**config.mk**
```make
export PLATFORM = sky130hd
export DESIGN_NAME = eth_mac_regs
export DESIGN_NICKNAME = d
export VERILOG_FILES = /design/src/rtl/eth_regs_pkg.sv /design/src/rtl/axil_wr_capture.sv /design/src/rtl/eth_mac_regs.sv
export SDC_FILE = /design/constraint.sdc
export NUM_CORES = 1
export LEC_CHECK = 0
export ABC_AREA = 1
export BUFFER_PORTS_ARGS = -buffer_cell sky130_fd_sc_hd__buf_2
export CAP_MARGIN = 0
export CORE_UTILIZATION = 40
export DETAILED_ROUTE_END_ITERATION = 12
export GPL_ROUTABILITY_DRIVEN = 0
export PLACE_DENSITY = 0.69
export REMOVE_ABC_BUFFERS = 1
export SLEW_MARGIN = 10
export SYNTH_ARGS = -nofsm -noshare
export SYNTH_HDL_FRONTEND = slang
export SYNTH_SLANG_ARGS = --single-unit
```
**constraint.sdc**
```tcl
create_clock -name aclk -period 3.8 [get_ports aclk]
set_clock_uncertainty 0.1 [all_clocks]
set_input_delay 0.76 -clock aclk [delete_from_list [all_inputs] [get_ports aclk]]
set_output_delay 0.76 -clock aclk [all_outputs]
set_load 0.03 [all_outputs]
```
**src/rtl/eth_regs_pkg.sv**
```systemverilog
// eth_regs_pkg: register offsets, response codes, state types and the byte-merge helper shared by the MAC register file and eth_controller
package eth_regs_pkg;
   localparam logic [11:0] UWA0_OFS = 12'h700;
   localparam logic [11:0] UWA1_OFS = 12'h704;
   localparam logic [11:0] CTRL_OFS = 12'h708;
   localparam logic [11:0] STAT_OFS = 12'h70C;
   localparam logic [1:0] RESP_OKAY = 2'b00;
   localparam logic [1:0] RESP_SLVERR = 2'b10;
   localparam int CTRL_RX_BIT = 0;
   localparam int CTRL_TX_BIT = 1;
   typedef enum logic {W_IDLE, W_RESP} wr_state_t;
   typedef enum logic {R_IDLE, R_DATA} rd_state_t;
   function automatic logic [31:0] merge_bytes(input logic [31:0] old_v, input logic [31:0] new_v, input logic [3:0] strb);
      logic [31:0] r;
      for (int i = 0; i < 4; i++) r[8*i +: 8] = strb[i] ? new_v[8*i +: 8] : old_v[8*i +: 8];
      return r;
   endfunction
endpackage

```
**src/rtl/axil_wr_capture.sv**
```systemverilog
// axil_wr_capture: holds AXI-Lite AW and W independently and issues a one-cycle commit once both are held
module axil_wr_capture (
   input  logic        aclk,
   input  logic        aresetn,
   input  logic [11:0] awaddr,
   input  logic        awvalid,
   output logic        awready,
   input  logic [31:0] wdata,
   input  logic [3:0]  wstrb,
   input  logic        wvalid,
   output logic        wready,
   input  logic        busy,
   output logic        commit,
   output logic [11:0] addr,
   output logic [31:0] data,
   output logic [3:0]  strb
);
   logic aw_held, w_held;
   assign awready = aresetn && awvalid && !aw_held && !busy;
   assign wready = aresetn && wvalid && !w_held && !busy;
   assign commit = aw_held && w_held;
   // latch each channel on its own handshake; both holders empty together on commit
   always_ff @(posedge aclk or negedge aresetn)
      if (!aresetn) begin
         aw_held <= 1'b0;
         w_held <= 1'b0;
         addr <= '0;
         data <= '0;
         strb <= '0;
      end else begin
         if (awready) begin
            aw_held <= 1'b1;
            addr <= awaddr;
         end else if (commit) aw_held <= 1'b0;
         if (wready) begin
            w_held <= 1'b1;
            data <= wdata;
            strb <= wstrb;
         end else if (commit) w_held <= 1'b0;
      end
endmodule

```
**src/rtl/eth_mac_regs.sv**
```systemverilog
// eth_mac_regs: AXI-Lite register file for MAC unicast address and control; read channel present only with ETH_REGS_READ_EN
module eth_mac_regs
   import eth_regs_pkg::*;
#(
   parameter logic [31:0] BASE_ADDR = 32'h40C0_0000,
   parameter logic [47:0] RESET_MAC = 48'h0
) (
   input  logic        aclk,
   input  logic        aresetn,
   input  logic [31:0] S_AXI_AWADDR,
   input  logic        S_AXI_AWVALID,
   output logic        S_AXI_AWREADY,
   input  logic [31:0] S_AXI_WDATA,
   input  logic [3:0]  S_AXI_WSTRB,
   input  logic        S_AXI_WVALID,
   output logic        S_AXI_WREADY,
   output logic [1:0]  S_AXI_BRESP,
   output logic        S_AXI_BVALID,
   input  logic        S_AXI_BREADY,
   input  logic [31:0] S_AXI_ARADDR,
   input  logic        S_AXI_ARVALID,
   output logic        S_AXI_ARREADY,
   output logic [31:0] S_AXI_RDATA,
   output logic [1:0]  S_AXI_RRESP,
   output logic        S_AXI_RVALID,
   input  logic        S_AXI_RREADY,
   output logic [47:0] mac_addr,
   output logic        mac_rx_en,
   output logic        mac_tx_en,
   output logic        mac_addr_upd
);
   logic commit;
   logic [11:0] c_addr;
   logic [31:0] c_data, cur, wr_val, uwa0;
   logic [3:0] c_strb;
   logic [15:0] uwa1, wr_count;
   logic [1:0] ctrl, bresp;
   logic wr_ok;
   wr_state_t wr_state, wr_next;
   axil_wr_capture u_cap (
      .aclk(aclk),
      .aresetn(aresetn),
      .awaddr(S_AXI_AWADDR[11:0]),
      .awvalid(S_AXI_AWVALID),
      .awready(S_AXI_AWREADY),
      .wdata(S_AXI_WDATA),
      .wstrb(S_AXI_WSTRB),
      .wvalid(S_AXI_WVALID),
      .wready(S_AXI_WREADY),
      .busy(S_AXI_BVALID),
      .commit(commit),
      .addr(c_addr),
      .data(c_data),
      .strb(c_strb)
   );
   assign mac_addr = {uwa1, uwa0};
   assign mac_rx_en = ctrl[CTRL_RX_BIT];
   assign mac_tx_en = ctrl[CTRL_TX_BIT];
   assign S_AXI_BVALID = wr_state == W_RESP;
   assign S_AXI_BRESP = bresp;
   // decode the held write and merge its strobed bytes into the current register value
   always_comb begin
      wr_ok = c_addr == UWA0_OFS || c_addr == UWA1_OFS || c_addr == CTRL_OFS;
      cur = c_addr == UWA0_OFS ? uwa0 : c_addr == UWA1_OFS ? {16'h0, uwa1} : {30'h0, ctrl};
      wr_val = merge_bytes(cur, c_data, c_strb);
   end
   // write FSM next state: respond after commit, release on B handshake
   always_comb begin
      wr_next = wr_state;
      if (wr_state == W_IDLE) wr_next = commit ? W_RESP : W_IDLE;
      else wr_next = S_AXI_BREADY ? W_IDLE : W_RESP;
   end
   // write FSM state register
   always_ff @(posedge aclk or negedge aresetn)
      if (!aresetn) wr_state <= W_IDLE;
      else wr_state <= wr_next;
   // register file update, write counter, response code and address-update strobe
   always_ff @(posedge aclk or negedge aresetn)
      if (!aresetn) begin
         uwa0 <= RESET_MAC[31:0];
         uwa1 <= RESET_MAC[47:32];
         ctrl <= '0;
         wr_count <= '0;
         bresp <= RESP_OKAY;
         mac_addr_upd <= 1'b0;
      end else begin
         mac_addr_upd <= commit && wr_ok && c_addr == UWA1_OFS;
         if (commit) bresp <= wr_ok ? RESP_OKAY : RESP_SLVERR;
         if (commit && wr_ok) begin
            wr_count <= wr_count + 16'd1;
            if (c_addr == UWA0_OFS) uwa0 <= wr_val;
            if (c_addr == UWA1_OFS) uwa1 <= wr_val[15:0];
            if (c_addr == CTRL_OFS) ctrl <= wr_val[1:0];
         end
      end
`ifdef ETH_REGS_READ_EN
   logic unused;
   logic [11:0] ar_ofs;
   logic [31:0] rd_data;
   logic [1:0] rd_resp;
   rd_state_t rd_state, rd_next;
   assign unused = ^{BASE_ADDR, S_AXI_AWADDR[31:12], S_AXI_ARADDR[31:12]};
   assign ar_ofs = S_AXI_ARADDR[11:0];
   assign S_AXI_ARREADY = aresetn && S_AXI_ARVALID && rd_state == R_IDLE;
   assign S_AXI_RVALID = rd_state == R_DATA;
   // read decode; unmapped or misaligned offsets return zero with SLVERR
   always_comb begin
      rd_data = ar_ofs == UWA0_OFS ? uwa0 : ar_ofs == UWA1_OFS ? {16'h0, uwa1} : ar_ofs == CTRL_OFS ? {30'h0, ctrl} : ar_ofs == STAT_OFS ? {16'h0, wr_count} : 32'h0;
      rd_resp = (ar_ofs == UWA0_OFS || ar_ofs == UWA1_OFS || ar_ofs == CTRL_OFS || ar_ofs == STAT_OFS) ? RESP_OKAY : RESP_SLVERR;
   end
   // read FSM next state: one outstanding read, held until R handshake
   always_comb begin
      rd_next = rd_state;
      if (rd_state == R_IDLE) rd_next = S_AXI_ARREADY ? R_DATA : R_IDLE;
      else rd_next = S_AXI_RREADY ? R_IDLE : R_DATA;
   end
   // read FSM state and read data register; data sampled before any same-edge commit
   always_ff @(posedge aclk or negedge aresetn)
      if (!aresetn) begin
         rd_state <= R_IDLE;
         S_AXI_RDATA <= '0;
         S_AXI_RRESP <= RESP_OKAY;
      end else begin
         rd_state <= rd_next;
         if (S_AXI_ARREADY) begin
            S_AXI_RDATA <= rd_data;
            S_AXI_RRESP <= rd_resp;
         end
      end
`else
   logic unused;
   assign unused = ^{BASE_ADDR, S_AXI_AWADDR[31:12], S_AXI_ARADDR, S_AXI_ARVALID, S_AXI_RREADY, wr_count};
   assign S_AXI_ARREADY = 1'b0;
   assign S_AXI_RVALID = 1'b0;
   assign S_AXI_RDATA = '0;
   assign S_AXI_RRESP = '0;
`endif
endmodule
```
==> impl_metrics.yaml <==
placed_design:
  dp_cells: 815
  post-place-ws_ns: 1.02
  post-dp-hpwl_um: 7460
  port_buffers: 107
global_routing:
  antenna_found_initial: 0
  grt_max_degree: 53
  grt-ovfl-total: 0
  track_usage_pct: 18.7
  grt_pass1_wl_um: 18300
  grt_pass1_vias: 3778
synth:
  synth.distinct_cells: 22
  ys_seq_area_share_pct: 53.9
  syn_area_mm2: 0.00478
  synth-edff-count: 0
  synth-seq-cells: 103
  syn_inst: 581
  postSynthAreaPerCell_um2: 8.24
  yosysWarningCount: 0
  postSynth.asyncResetShare_pct: 100
  synthFlopType: "dfrtp_1"
clocking:
  numCtsBuffers: 9
  cts_setup_buffers: 0
  postCtsHoldBufs: 0
  cts_tree: "done"
  cts.htree.levels: 3
  cts_max_path_buffers: 2
  ctsResizeCount: 0
  clock_sinks: 103
  clock_latency_ns: 0.34
  cts_root_buf: "clkbuf_16"
  clkTransAtPathRegs_ns: 0.06
floorplanning:
  core-area_mm2: 0.0115
  dieArea_mm2: 0.0124
  rows: 39
  die_h_um: 111
  die_w_um: 111
  initial_core_util_pct: 41.5
  ios: 199
final_layout:
  antennaDiodeCount: 0
  instances_no_fill: 831
  fin_nets: 790
  multiInputGateArea_mm2: 0.00182
  nFillCells: 1130
  syn_to_final_growth_pct: 16.4
  seqCellArea_mm2: 0.00258
  drive_gt1_share_pct: 23.1
  final_core_util_pct: 48.3
route:
  final_antenna_net_count: 0
  wl_um: 10900
  post_drt_wl_per_cell_um: 13.1
  via_count: 3907
  viasPerCell: 4.70
  post-route-drc-count: 24
  drtIter0Drc: 203
  drt_pass1_iterations: 9
worst_setup_path:
  critPathRequiredTime_ns: 2.94
  path_class: "in -> out"
  worstSetupEndpointType: "primary output"
  critPathArrivalTime_ns: 1.93
  setup.worst_path.start_class: "input port"
  critPathMaxFanout: 19
timing:
  hold_violations: 0
  period_minus_slack_ns: 2.79
  fin_crit_sh_pct: 73.4
  worstMarginPinSlew_ns: 0.664
  rsz0062_at_grt: "no"
  fin_tns_setup_ns: 0
  layout_setup_ws_ns: 1.01
  slew_headroom_pct: 55.8
  clock.fmax_ghz: 0.359
  setup_violations: 0
  finalMaxSlewViolations: 0
power:
  ir_worst_vdd_mv: 0.271
  p_per_area_mw_per_mm2: 591
  p_leak_nw: 3.21
hold_path:
  hp-class: "reg -> reg"
job:
  drv_cap: 0
run_status:
  violations: "DRC"
  outcome: "finished with violations"
-- cells by family (layout without fill, tap and decap cells) --
family | after synthesis | in the layout | synth area share [%]
other | 1 | 37 | 0.0784
and+or+nand+nor | 364 | 364 | 32.0
buffers and inverters | 88 | 159 | 10.9
DFF | 103 | 103 | 53.9
AOI/OAI and AO/OA | 25 | 25 | 3.11
-- final cells by class --
cell class              count  area share [%]
well taps                 143            3.21
multi-input cells         426            32.7
flip-flops and latches    103            46.3
clock inverters             5            1.03
clock buffers              11            4.36
repair buffers            112            10.3
inverters                  31            2.09
-- where the power goes --
group	total (W)	internal (W)	switching, W
Combinational	0.000836	0.000274	0.000563
Clock	0.000921	0.000529	0.000392
Sequential	0.00153	0.00138	0.000156
-- stage by stage --
stage | area [µm²] | power [W] | hold WS (ns)
2_1_floorplan | 4510 | 0.00215 | 0.341
3_3_place_gp | 5270 | 0.00235 | 0.355
3_5_place_dp | 5270 | 0.00239 | 0.358
4_1_cts | 5570 | 0.00332 | 0.376
5_1_grt | 5570 | 0.00352 | 0.392
6_report | 5570 | 0.00329 | 0.374
-- path summary, 6_finish.rpt --
path / from / end / slack, ns / cells past startpoint
worst max-delay path: aresetn / S_AXI_AWREADY / 1.01 / 6
worst min-delay path: u_cap.data[3]$_DFFE_PN0P_ / u_cap.data[3]$_DFFE_PN0P_ / 0.37 / 2
worst max register to register: u_cap.addr[7]$_DFFE_PN0P_ / uwa0[28]$_DFFE_PN0P_ / 1.40 / 8
worst min register to register: u_cap.data[3]$_DFFE_PN0P_ / u_cap.data[3]$_DFFE_PN0P_ / 0.37 / 2
max in group asynchronous: aresetn / u_cap.data[3]$_DFFE_PN0P_ / 2.01 / 3
min in group asynchronous: aresetn / uwa0[29]$_DFFE_PN0P_ / 0.44 / 2
-- placed cells by master (no fill, tap or decap) --
cell type / synthesis / routed
inv_1: 25 / 25
clkbuf_1: 6 / 1
o21ai_0: 17 / 17
clkbuf_16: 0 / 9
or2_2: 13 / 13
o211ai_1: 2 / 2
nand2_2: 2 / 2
bufinv_16: 0 / 1
clkinv_4: 0 / 2
buf_4: 40 / 6
o21ai_2: 5 / 5
nor2_4: 5 / 5
a21oi_1: 1 / 1
buf_2: 4 / 106
clkinv_1: 2 / 2
dfrtp_1: 103 / 103
conb_1: 1 / 37
nand2_4: 1 / 1
nand3_1: 62 / 62
nor2_1: 9 / 9
clkinv_2: 0 / 2
inv_2: 4 / 4
nor2_2: 2 / 2
nand2_1: 270 / 270
clkbuf_8: 0 / 1
-- critical path, cell delays in order --
cell	delay, ns
buf_4	0.12
inv_1	0.05
nor2_1	0.04
nand3_1	0.22
clkinv_1	0.42
buf_2	0.32
-- cells in the mapped netlist, types with 2 or more instances --
master,count,area (µm²)
nor2_1,9,33.8
buf_6,5,56.3
nand3_1,62,310
inv_2,4,15.0
nand2_1,270,1010
buf_2,4,20.0
buf_4,40,300
nor2_4,5,56.3
o211ai_1,2,15.0
o21ai_0,17,85.1
o21ai_2,5,43.8
dfrtp_1,103,2580
inv_1,25,93.8
or2_2,13,81.3
nor2_2,2,12.5
buf_1,2,7.51
nand2_2,2,12.5
clkinv_1,2,7.51
clkbuf_1,6,22.5
-- routing by layer --
layer | vias to the layer above | track usage, % | share of wire [%] | wire length (µm)
met2 | 134 | 32.6 | 49 | 5380
met1 | 1825 | 22.4 | 42 | 4620
met3 | 13 | 3.92 | 6.7 | 733
met5 | - | 0 | 0 | 0
li1 | 1935 | - | - | -
met4 | 0 | 7.75 | 1.7 | 190
-- flip-flops by register name (all words and copies together) (netlist names), 2 cells and up --
signal / flops
uwa0: 32
u_cap.addr: 12
u_cap.strb: 4
uwa1: 16
u_cap.data: 32
ctrl: 2
Power figures use the tool's default switching activity.
